<file path="config.mk">
export PLATFORM = sky130hd
export DESIGN_NAME = pc_gen_flat
export DESIGN_NICKNAME = d
export VERILOG_FILES = /design/src/rtl/pc_pkg.sv /design/src/rtl/pc_gen_if.sv /design/src/rtl/pc_gen_npc_target.sv /design/src/rtl/pc_gen.sv /design/src/flat_wrapper.sv
export SDC_FILE = /design/constraint.sdc
export NUM_CORES = 1
export LEC_CHECK = 0
export BUFFER_PORTS_ARGS = -buffer_cell sky130_fd_sc_hd__clkbuf_2
export CAP_MARGIN = 20
export CORE_MARGIN = 4
export CORE_UTILIZATION = 30
export DETAILED_ROUTE_END_ITERATION = 12
export GPL_ROUTABILITY_DRIVEN = 0
export PLACE_DENSITY_LB_ADDON = 0.15
export SYNTH_ARGS = -nofsm -noshare
export SYNTH_HDL_FRONTEND = slang
export SYNTH_HIERARCHICAL = 1
export SYNTH_SLANG_ARGS = --single-unit
</file>
<file path="constraint.sdc">
create_clock -name clk -period 3.37 [get_ports clk]
set_input_delay 0.1685 -clock clk [delete_from_list [all_inputs] [get_ports clk]]
set_output_delay 0.1685 -clock clk [all_outputs]
set_load 0.01 [all_outputs]
</file>
<file path="src/rtl/pc_pkg.sv">
// pc_pkg: shared encodings and defaults for the fetch-PC generator.
//   - NPC_* : 3-bit redirect select encodings (5..7 are illegal)
//   - state_t : exception-level FSM states
//   - DEF_* : default reset PC, interrupt vector and legal fetch window
package pc_pkg;

   localparam logic [2:0] NPC_SEQ     = 3'd0;
   localparam logic [2:0] NPC_BRANCH  = 3'd1;
   localparam logic [2:0] NPC_JUMP    = 3'd2;
   localparam logic [2:0] NPC_JUMPREG = 3'd3;
   localparam logic [2:0] NPC_ERET    = 3'd4;

   typedef enum logic {
      ST_NORMAL  = 1'b0,
      ST_HANDLER = 1'b1
   } state_t;

   localparam logic [31:0] DEF_RESET_PC   = 32'h0000_3000;
   localparam logic [31:0] DEF_EXC_VECTOR = 32'h0000_4180;
   localparam logic [31:0] DEF_ADDR_LO    = 32'h0000_3000;
   localparam logic [31:0] DEF_ADDR_HI    = 32'h0000_6ffc;

   // Any encoding above ERET is not a defined redirect.
   function automatic logic selIllegal(input logic [2:0] sel);
      return sel > NPC_ERET;
   endfunction

endpackage

</file>
<file path="src/rtl/pc_gen_if.sv">
// pc_gen_if: groups the D-stage/CP0 control inputs and the fetch-PC outputs.
//   slave  modport : the PC generator (consumes control, drives PC/flags)
//   master modport : the pipeline/CP0 side
// Flow control: there is no valid/ready pair here. i_stall is the only
// back-pressure; while it is high the PC and all flags hold, and any
// interrupt request seen in that cycle is latched until a non-stall edge.
interface pc_gen_if #(parameter int WIDTH = 32) ();
   import pc_pkg::*;

   logic             i_stall;
   logic [2:0]       i_npc_sel;
   logic [WIDTH-1:0] i_pc_d;
   logic [31:0]      i_instr;
   logic [WIDTH-1:0] i_rs;
   logic [WIDTH-1:0] i_epc;
   logic             i_int;

   logic [WIDTH-1:0] o_pc;
   logic [WIDTH-1:0] o_npc;
   logic [WIDTH-1:0] o_pc8;
   logic             o_exl;
   logic             o_adel;
   logic             o_sel_err;
   logic             o_int_taken;
   state_t           dbgState;

   modport slave (
      input  i_stall, i_npc_sel, i_pc_d, i_instr, i_rs, i_epc, i_int,
      output o_pc, o_npc, o_pc8, o_exl, o_adel, o_sel_err, o_int_taken, dbgState
   );

   modport master (
      output i_stall, i_npc_sel, i_pc_d, i_instr, i_rs, i_epc, i_int,
      input  o_pc, o_npc, o_pc8, o_exl, o_adel, o_sel_err, o_int_taken, dbgState
   );

endinterface

</file>
<file path="src/rtl/pc_gen_npc_target.sv">
// npc_target: purely combinational candidate next-PC selection.
//   pc      : current fetch PC (SEQ base, and hold value for illegal selects)
//   npcSel  : redirect select
//   pcD     : PC of the D-stage control-transfer instruction
//   instr   : D-stage instruction (imm16 / index26)
//   rs, epc : JUMPREG / ERET targets
//   target  : candidate next PC (no interrupt override applied here)
module npc_target
   import pc_pkg::*;
#(
   parameter int WIDTH    = 32,
   parameter int BR_PLUS4 = 1
) (
   input  logic [WIDTH-1:0] pc,
   input  logic [2:0]       npcSel,
   input  logic [WIDTH-1:0] pcD,
   input  logic [31:0]      instr,
   input  logic [WIDTH-1:0] rs,
   input  logic [WIDTH-1:0] epc,
   output logic [WIDTH-1:0] target
);

   logic [WIDTH-1:0] brBase;
   logic [WIDTH-1:0] brOff;
   logic [WIDTH-1:0] jmpTgt;

   always_comb begin
      brBase = (BR_PLUS4 != 0) ? pcD + WIDTH'(4) : pcD;
      // Word offset: sign-extended imm16 shifted left by two.
      brOff  = {{(WIDTH-18){instr[15]}}, instr[15:0], 2'b00};
      // Region bits above the 256 MB index window come from the D-stage PC.
      jmpTgt = {pcD[WIDTH-1:28], instr[25:0], 2'b00};

      target = pc;
      case (npcSel)
         NPC_SEQ:     target = pc + WIDTH'(4);
         NPC_BRANCH:  target = brBase + brOff;
         NPC_JUMP:    target = jmpTgt;
         NPC_JUMPREG: target = rs;
         NPC_ERET:    target = epc;
         default:     target = pc;
      endcase
   end

endmodule

</file>
<file path="src/rtl/pc_gen.sv">
// pc_gen: fetch-PC generator for the F stage.
//   clk, reset : clock and asynchronous active-high reset
//   bus        : pc_gen_if slave modport carrying stall, redirect select,
//                D-stage PC/instruction/rs, CP0 EPC and interrupt request in;
//                registered PC, combinational next-PC and link value, and
//                the exl / adel / sel_err / int_taken flags out.
// Holds the PC register, the pending-interrupt latch, the NORMAL/HANDLER
// exception-level FSM and the registered status flags.
module pc_gen
   import pc_pkg::*;
#(
   parameter int               WIDTH      = 32,
   parameter logic [WIDTH-1:0] RESET_PC   = WIDTH'(DEF_RESET_PC),
   parameter logic [WIDTH-1:0] EXC_VECTOR = WIDTH'(DEF_EXC_VECTOR),
   parameter logic [WIDTH-1:0] ADDR_LO    = WIDTH'(DEF_ADDR_LO),
   parameter logic [WIDTH-1:0] ADDR_HI    = WIDTH'(DEF_ADDR_HI),
   parameter int               BR_PLUS4   = 1
) (
   input logic      clk,
   input logic      reset,
   pc_gen_if.slave  bus
);

   state_t           stateQ, stateNext;
   logic [WIDTH-1:0] pcQ, pcNext;
   logic             pendQ, pendNext;
   logic             adelQ, adelNext;
   logic             selErrQ, selErrNext;
   logic             intTakenQ, intTakenNext;
   logic [WIDTH-1:0] target;
   logic             exl;
   logic             intReq;

   function automatic logic badAddr(input logic [WIDTH-1:0] a);
      return (a[1:0] != 2'b00) || (a < ADDR_LO) || (a > ADDR_HI);
   endfunction

   npc_target #(
      .WIDTH    (WIDTH),
      .BR_PLUS4 (BR_PLUS4)
   ) u_target (
      .pc     (pcQ),
      .npcSel (bus.i_npc_sel),
      .pcD    (bus.i_pc_d),
      .instr  (bus.i_instr),
      .rs     (bus.i_rs),
      .epc    (bus.i_epc),
      .target (target)
   );

   assign exl = (stateQ == ST_HANDLER);
   // Interrupts are masked entirely while in the handler: neither taken
   // nor latched, so a pulse arriving then is simply lost.
   assign intReq = (bus.i_int | pendQ) & ~exl;

   always_comb begin
      stateNext    = stateQ;
      pcNext       = pcQ;
      pendNext     = pendQ;
      adelNext     = adelQ;
      selErrNext   = selErrQ;
      intTakenNext = 1'b0;

      if (intReq && !bus.i_stall) begin
         // Interrupt beats any redirect on the same edge, including ERET
         // (which can only coincide here when exl is already 0).
         pcNext       = EXC_VECTOR;
         stateNext    = ST_HANDLER;
         pendNext     = 1'b0;
         intTakenNext = 1'b1;
         adelNext     = badAddr(EXC_VECTOR);
      end else if (intReq) begin
         pendNext = 1'b1;
      end else if (!bus.i_stall) begin
         pcNext     = target;
         adelNext   = badAddr(target);
         selErrNext = selIllegal(bus.i_npc_sel);
         if (bus.i_npc_sel == NPC_ERET && stateQ == ST_HANDLER) begin
            stateNext = ST_NORMAL;
         end
      end
   end

   always_ff @(posedge clk or posedge reset) begin
      if (reset) begin
         stateQ    <= ST_NORMAL;
         pcQ       <= RESET_PC;
         pendQ     <= 1'b0;
         adelQ     <= 1'b0;
         selErrQ   <= 1'b0;
         intTakenQ <= 1'b0;
      end else begin
         stateQ    <= stateNext;
         pcQ       <= pcNext;
         pendQ     <= pendNext;
         adelQ     <= adelNext;
         selErrQ   <= selErrNext;
         intTakenQ <= intTakenNext;
      end
   end

   assign bus.o_pc        = pcQ;
   assign bus.o_npc       = intReq ? EXC_VECTOR : target;
   assign bus.o_pc8       = pcQ + WIDTH'(8);
   assign bus.o_exl       = exl;
   assign bus.o_adel      = adelQ;
   assign bus.o_sel_err   = selErrQ;
   assign bus.o_int_taken = intTakenQ;
   assign bus.dbgState    = stateQ;

endmodule

</file>
<file path="src/flat_wrapper.sv">
// flat-port wrapper written by rule: the top's interface ports become plain ports
module pc_gen_flat import pc_pkg::*;
#(
   parameter int               WIDTH      = 32,
   parameter logic [WIDTH-1:0] RESET_PC   = WIDTH'(DEF_RESET_PC),
   parameter logic [WIDTH-1:0] EXC_VECTOR = WIDTH'(DEF_EXC_VECTOR),
   parameter logic [WIDTH-1:0] ADDR_LO    = WIDTH'(DEF_ADDR_LO),
   parameter logic [WIDTH-1:0] ADDR_HI    = WIDTH'(DEF_ADDR_HI),
   parameter int               BR_PLUS4   = 1
)
  (clk, reset, bus_i_stall, bus_i_npc_sel, bus_i_pc_d, bus_i_instr, bus_i_rs, bus_i_epc, bus_i_int, bus_o_pc, bus_o_npc, bus_o_pc8, bus_o_exl, bus_o_adel, bus_o_sel_err, bus_o_int_taken, bus_dbgState);
  pc_gen_if #(.WIDTH(WIDTH)) bus_i ();
  input logic clk;
  input logic reset;
  input wire logic [$bits(bus_i.i_stall)-1:0] bus_i_stall;
  input wire logic [$bits(bus_i.i_npc_sel)-1:0] bus_i_npc_sel;
  input wire logic [$bits(bus_i.i_pc_d)-1:0] bus_i_pc_d;
  input wire logic [$bits(bus_i.i_instr)-1:0] bus_i_instr;
  input wire logic [$bits(bus_i.i_rs)-1:0] bus_i_rs;
  input wire logic [$bits(bus_i.i_epc)-1:0] bus_i_epc;
  input wire logic [$bits(bus_i.i_int)-1:0] bus_i_int;
  output wire logic [$bits(bus_i.o_pc)-1:0] bus_o_pc;
  output wire logic [$bits(bus_i.o_npc)-1:0] bus_o_npc;
  output wire logic [$bits(bus_i.o_pc8)-1:0] bus_o_pc8;
  output wire logic [$bits(bus_i.o_exl)-1:0] bus_o_exl;
  output wire logic [$bits(bus_i.o_adel)-1:0] bus_o_adel;
  output wire logic [$bits(bus_i.o_sel_err)-1:0] bus_o_sel_err;
  output wire logic [$bits(bus_i.o_int_taken)-1:0] bus_o_int_taken;
  output wire logic [$bits(bus_i.dbgState)-1:0] bus_dbgState;
  assign bus_i.i_stall = bus_i_stall;
  assign bus_i.i_npc_sel = bus_i_npc_sel;
  assign bus_i.i_pc_d = bus_i_pc_d;
  assign bus_i.i_instr = bus_i_instr;
  assign bus_i.i_rs = bus_i_rs;
  assign bus_i.i_epc = bus_i_epc;
  assign bus_i.i_int = bus_i_int;
  assign bus_o_pc = bus_i.o_pc;
  assign bus_o_npc = bus_i.o_npc;
  assign bus_o_pc8 = bus_i.o_pc8;
  assign bus_o_exl = bus_i.o_exl;
  assign bus_o_adel = bus_i.o_adel;
  assign bus_o_sel_err = bus_i.o_sel_err;
  assign bus_o_int_taken = bus_i.o_int_taken;
  assign bus_dbgState = bus_i.dbgState;
  pc_gen #(.WIDTH(WIDTH), .RESET_PC(RESET_PC), .EXC_VECTOR(EXC_VECTOR), .ADDR_LO(ADDR_LO), .ADDR_HI(ADDR_HI), .BR_PLUS4(BR_PLUS4)) u_core (.clk(clk), .reset(reset), .bus(bus_i));
endmodule
</file>
==> metrics.txt, run 1 <==
Power Total 4.19 mW; Final Cell Area 8500 sq um; antenna violations before repair 0; Distinct cells, synth slightly below 90; leakage 4.15 nW; share of layout cells above drive strength 1 0.392; FMAX 307 MHz; dpl ws -0.167 ns; leading area contributor after synthesis dfrtp_1; Reg power frac 0.191; Async SR Flop Fraction 1.00; Global Route met2 Usage 0.303; H-Tree Level Count 2; Crit. End Element flip-flop; GRT busiest layer met1; WP buf/inv 2; Switch Pwr ~2.0 mW; dominant synthesized flop cell dfrtp_1; WP data arrival between 3 and 4 ns; vias per inst around 5.3; total grt overflow 0; Top delay family on crit path compound AO/OA/AOI/OAI gates; gr usage total 0.202; Iteration-0 DRC Markers around 430; Final Hold Viols 35; Max Cap Viol 0; Syn Nets ~1,000; Synth-to-Final Area Change 35.3%; total core area ~20,000 sq um; Clock Power Share 0.117; count of input and output buffers 229; met3 usage 0.0227; DRC violations left 0; number of synthesized flops with an enable pin 0; worst-path cell chain clkbuf_2, ha_1, ha_2, inv_2, fa_2, nor2b_4, o2111ai_2, a311o_2, o21ai_4, o31ai_1, xor2_1, o221ai_2, nor4_1, nand2_1, o31ai_1, o21ai_0; Nets ~1,300; Final Cycle Share 0.967; Rel. slew slack 0.332; Clock Path Buffers 2; clk slew on worst S/H paths 0.06 ns; Slew Viols, Final 0; largest net degree at the start of global routing 63; Critical R2R Launch u_core/bus.o_pc[3]; Die Height 153 um; Tmin final ~3.3 ns; # clock sinks 37; share of Yosys cell area claimed by the top area cell type 0.139; Int Pwr 2.20 mW; peak fanout along the critical path 6; Critical Path Source Type input port; clk_skew 0.00506 ns; Syn Inst Count 789; Worst Tran Pin Value 1.00 ns; Commonest cells post-synth nand2_1 (94), ha_1 (59), nor2_1 (45), o21ai_0 (45), xnor2_1 (41); Sw Share 0.475; dpl cell area approximately 8200 sq um; DP HPWL between 20 and 25 mm; Final setup viols 0; Pre-antenna DRT Iters 6; io pins 236; via count approximately 7,100; mapped cell area between 6000 and 7000 sq um; #FFs+latches synth 37; crit path kind input port to flip-flop; die footprint ~23,000 sq um; Routed Antenna Nets 0; Root Buffer Master clkbuf_16; largest vdd supply drop around 0.00020 V; CP max stage cell a311o_2; final setup margin 0.112 ns; met1 Track Usage GR 0.314; Tightest Hold Check Type input port to async pin; Req. time, crit path about 3.5 ns; Crit path largest cell delay about 0.5 ns; syn_area_per_cell about 8 sq um; TritonCTS clock tree done; Hold WS -0.0129 ns; global-route wire length before repair around 39 mm; vias in the first global route approximately 6,700; Seq/Total Area, Yosys 0.148; Avg WL per Cell 18.5 um; Fillers roughly 2,200; worst setup path start bus_i_instr[1]; failing checks hold timing; Ys Warns 6; Num CTS Buffers 5; Initial Utilization 0.308; setup tns final 0 ns; most frequent cell after synthesis nand2_1; Area contributors post-synth dfrtp_1 (14%), ha_1 (12%), mux2_2 (6.8%); RSZ-0062 raised after global routing true; status finished, violations left; Clock Latency Late Sink between 0.2 and 0.3 ns; Total Routed Length between 20 and 25 mm; Logic pwr share 0.692; Die X between 150 and 200 um; # rows 52; crit-path most repeated cell o31ai_1; power per cell area 493 nW/um^2
==> repair_timing <==
action | 4_1_cts | 5_1_grt
setup endpoints to repair | 0 | 7
setup buffers | 0 | 2
resized for setup | 0 | 19
hold buffers | 0 | 0
==> per-stage QoR <==
| step | hold WS [ns] | instances | util |
|---|---|---|---|
| floorplan | 0.305 | 789 | - |
| global placement | 0.303 | 1334 | 0.404 |
| detailed placement | 0.305 | 1334 | 0.404 |
| CTS | 0.00540 | 1342 | 0.411 |
| global route | 0.0486 | 1344 | 0.416 |
| finish | -0.0129 | 1345 | 0.416 |
==> state kept, by name, indices dropped and copies added (netlist names) <==
name / flops
u_core/bus.o_pc: 32
u_core/bus.dbgState: 1
u_core/bus.o_adel: 1
u_core/bus.o_int_taken: 1
u_core/bus.o_sel_err: 1
u_core/pendQ: 1
==> routing by layer <==
layer	part of all wire	wire [um]
met1	0.51	12600
met2	0.43	10700
met3	0.051	1260
met4	0.012	303
met5	0	0
==> cells by family after synthesis <==
kind of cell | share of synthesized area
buffers and inverters | 0.0466
adder cells (fa/ha/maj) | 0.121
flip-flops | 0.148
AND/OR/NAND/NOR | 0.246
multiplexers | 0.112
XOR/XNOR | 0.0934
AO/OA/AOI/OAI | 0.233
==> power groups by stage <==
| stage | Combinational (mW) | Clock, mW | Sequential (mW) |
|---|---|---|---|
| after floorplan | 1.40 | 0 | 1.01 |
| after global routing | 3.15 | 0.523 | 0.831 |
| after CTS | 2.87 | 0.508 | 0.800 |
| final | 2.90 | 0.491 | 0.801 |
| after detailed placement | 2.86 | 0 | 0.808 |
| after global placement | 2.85 | 0 | 0.803 |
==> worst reg2reg max path: cells and delay by family, from the launching register on <==
kind / cells / cell delay [ns]
compound gates: 5 / 1.04
fa+ha+maj: 1 / 0.18
flops: 1 / 0.36
simple gates: 5 / 1.51
==> area by class of cell <==
class                           instances  area (sq um)  share of cell area
Timing Repair Buffer                  322          1860               0.218
Antenna cell                            1          2.50            0.000294
Multi-Input combinational cell        688          5140               0.605
Clock inverter                          1          5.00            0.000589
Tap cell                              270           338              0.0397
Inverter                               19          71.3             0.00839
Clock buffer                            7           153              0.0180
Sequential cell                        37           928               0.109
==> placed cells by master, fill, tap and decap left out, drive strengths merged, types with 10 or more instances in the layout <==
cell type / instances
nor4: 11
a21o: 14
nand3: 37
a21oi: 31
nand2: 94
and3: 18
a31oi: 18
nor2: 45
a22o: 10
and2: 31
dfrtp: 35
mux2i: 23
xor2: 26
o21ai: 49
clkbuf: 235
mux2: 38
xnor2: 41
nand4: 19
buf: 94
nor3: 10
ha: 59
a22oi: 10
a211oi: 12
inv: 18
==> final timing paths <==
check,to,slack [ns],cells past startpoint
setup / recovery,u_core/bus.o_adel,0.11,16
hold / removal,u_core/bus.o_int_taken,-0.01,3
setup reg to reg,u_core/bus.o_adel,0.14,11
hold reg to reg,u_core/pendQ,0.48,2
max in group asynchronous,u_core/bus.o_pc[12],3.02,3
min in group clk,u_core/bus.o_sel_err,0.30,4
Power figures use the tool's default switching activity.
==> run 2, diff against run 1 <==
--- a/constraint.sdc
+++ b/constraint.sdc
@@ -3,2 +3,2 @@
 set_output_delay 0.1685 -clock clk [all_outputs]
-set_load 0.01 [all_outputs]
+set_load 0.005 [all_outputs]
==> run 2 against run 1 <==
  * Combinational power fell by 7.9%
  * Core utilization fell by 0.27 points
  * The flow now finishes without violations
  * Total power fell by 3.6%
  * First-iteration DRC count rose by 24%
  * Clock power rose by 13%
  * Global-route usage fell by 0.23 points
  * Non-clock buffer count fell by 2
  * Die area did not move
  * Sequential share of layout area rose by 0.071 points
  * Critical path depth fell by 2
  * Via count did not move
  * Worst setup slack improved by 0.029 ns
==> metrics.txt, run 2 (synthesis gave the netlist of run 1 again) <==
worst-path cell chain clkbuf_2, ha_1, ha_1, inv_1, fa_1, nor2b_1, o2111ai_1, a311o_2, a211oi_4, o211ai_2, mux2i_1, a211o_1, and2_1, clkbuf_2; Root Buffer Master clkbuf_16; status completed; Clock Path Buffers 2; Crit. End Element output pin; Critical Path Source Type input port; via count between 7,000 and 8,000; commonest non-fill, non-tap cell in the layout clkbuf_2; multi-input logic area around 5100 sq um; Tightest Hold Check Type input port to flip-flop; DRC violations left 0; largest net degree at the start of global routing 45; Rel. slew slack 0.343; leakage between 4 and 5 nW; setup tns final 0 ns; Hold WS roughly 0.28 ns; Sw Share 0.450; Final Hold Viols 0; Die Height roughly 150 um; clk_skew slightly above 0.005 ns; Fillers 2,160; Pre-antenna DRT Iters 5; antenna violations before repair 0; Reg power frac 0.203; Avg WL per Cell 18.5 um; WP data arrival between 3 and 4 ns; crit path kind input port to output pin; Non-Filler Instances between 1,000 and 1,500; Nets about 1,300; peak fanout along the critical path 6; CP max stage cell a311o_2; Clock Power Share 0.137; placed cell count ~1,300; Final Cycle Share 0.958; total grt overflow 0; Num CTS Buffers 5; Crit path largest cell delay 0.44 ns; most frequent cells in the layout clkbuf_2 (229), nand2_1 (94), buf_4 (90); Req. time, crit path between 3 and 4 ns; power per cell area approximately 480 nW/um^2; Iteration-0 DRC Markers 536; global-route wire length before repair between 30 and 40 mm; Slew Viols, Final 0; # clock sinks 37; largest vdd supply drop 0.000259 V; clk slew on worst S/H paths around 0.060 ns; register area 928 sq um; Final setup viols 0; gr usage total 0.200; H-Tree Level Count 2; vias per inst ~5.3; Max Cap Viol 0; Final Cell Area approximately 8400 sq um; die footprint around 23,000 sq um; FMAX between 300 and 400 MHz; count of input and output buffers roughly 230; Clock Latency Late Sink 0.28 ns; Total Routed Length roughly 25 mm; final setup margin ~0.14 ns; Switch Pwr 1.82 mW; Logic pwr share 0.660; Routed Antenna Nets 0; Worst Tran Pin Value 0.986 ns; # rows 52; dpl ws -0.138 ns; Int Pwr 2.22 mW; RSZ-0062 raised after global routing true; vias in the first global route 6,717; max reg flops 32; dpl cell area around 8200 sq um; total core area 20,400 sq um; Synth-to-Final Area Change 34.4%; DP HPWL ~20 mm; TritonCTS clock tree done; share of layout cells above drive strength 1 0.380; Die X roughly 150 um; io pins 236; antenna cell count 0; Tmin final around 3.2 ns; Initial Utilization 0.308
## run 2: power by group through the flow
| stage | sequential, mW | clock (mW) | combinational, mW |
|---|---|---|---|
| floorplan | 0.948 | 0 | 1.28 |
| global placement | 0.820 | 0 | 2.65 |
| detailed placement | 0.825 | 0 | 2.64 |
| CTS | 0.817 | 0.569 | 2.66 |
| global route | 0.853 | 0.585 | 2.91 |
| finish | 0.820 | 0.555 | 2.67 |
## run 2: worst paths after layout
check,startpoint,to,slack (ns),cells after the start
max,bus_i_instr[1],bus_o_npc[31],0.14,14
max reg2reg,u_core/bus.o_pc[2],u_core/bus.o_adel,0.19,11
min reg2reg,u_core/pendQ,u_core/pendQ,0.48,2
min in group asynchronous,reset,u_core/bus.o_pc[28],0.54,4
max in group asynchronous,reset,u_core/bus.o_pc[13],2.46,4
min,bus_i_npc_sel[1],u_core/bus.dbgState,0.28,3
## run 2: what timing repair did
item | in CTS | in global routing
gates resized for setup | 0 | 5
hold buffers | 1 | 0
endpoints found under the hold margin | 8 | 0
endpoints found under the setup margin | 0 | 6
setup buffers | 0 | 0
## run 2: layer usage
layer | track usage | part of all wire | vias up
li1 | - | - | 3511
met1 | 0.309 | 0.50 | 3289
met2 | 0.307 | 0.43 | 269
met3 | 0.0185 | 0.055 | 10
met4 | 0.0297 | 0.0063 | 0
met5 | 0 | 0 | -
## run 2: layout make-up
class,count,share of cell area
clock buffers,6,0.0164
clock inverters,2,0.00445
inverters,19,0.00845
multi-input cells,688,0.604
flip-flops and latches,37,0.110
well taps,270,0.0400
repair buffers,320,0.217
## run 2: worst max-delay path: cells and delay by family
kind | cells | cell delay [ns]
muxes | 1 | 0.13
AOI/OAI and AO/OA | 5 | 1.31
and+or+nand+nor | 2 | 0.36
adders and majority gates | 3 | 0.81
buffers and inverters | 3 | 0.27
## run 2: through the flow
step | power (mW) | utilization
5_1_grt | 4.35 | 0.413
2_1_floorplan | 2.23 | -
4_1_cts | 4.04 | 0.412
3_3_place_gp | 3.47 | 0.403
6_report | 4.04 | 0.413
3_5_place_dp | 3.47 | 0.403
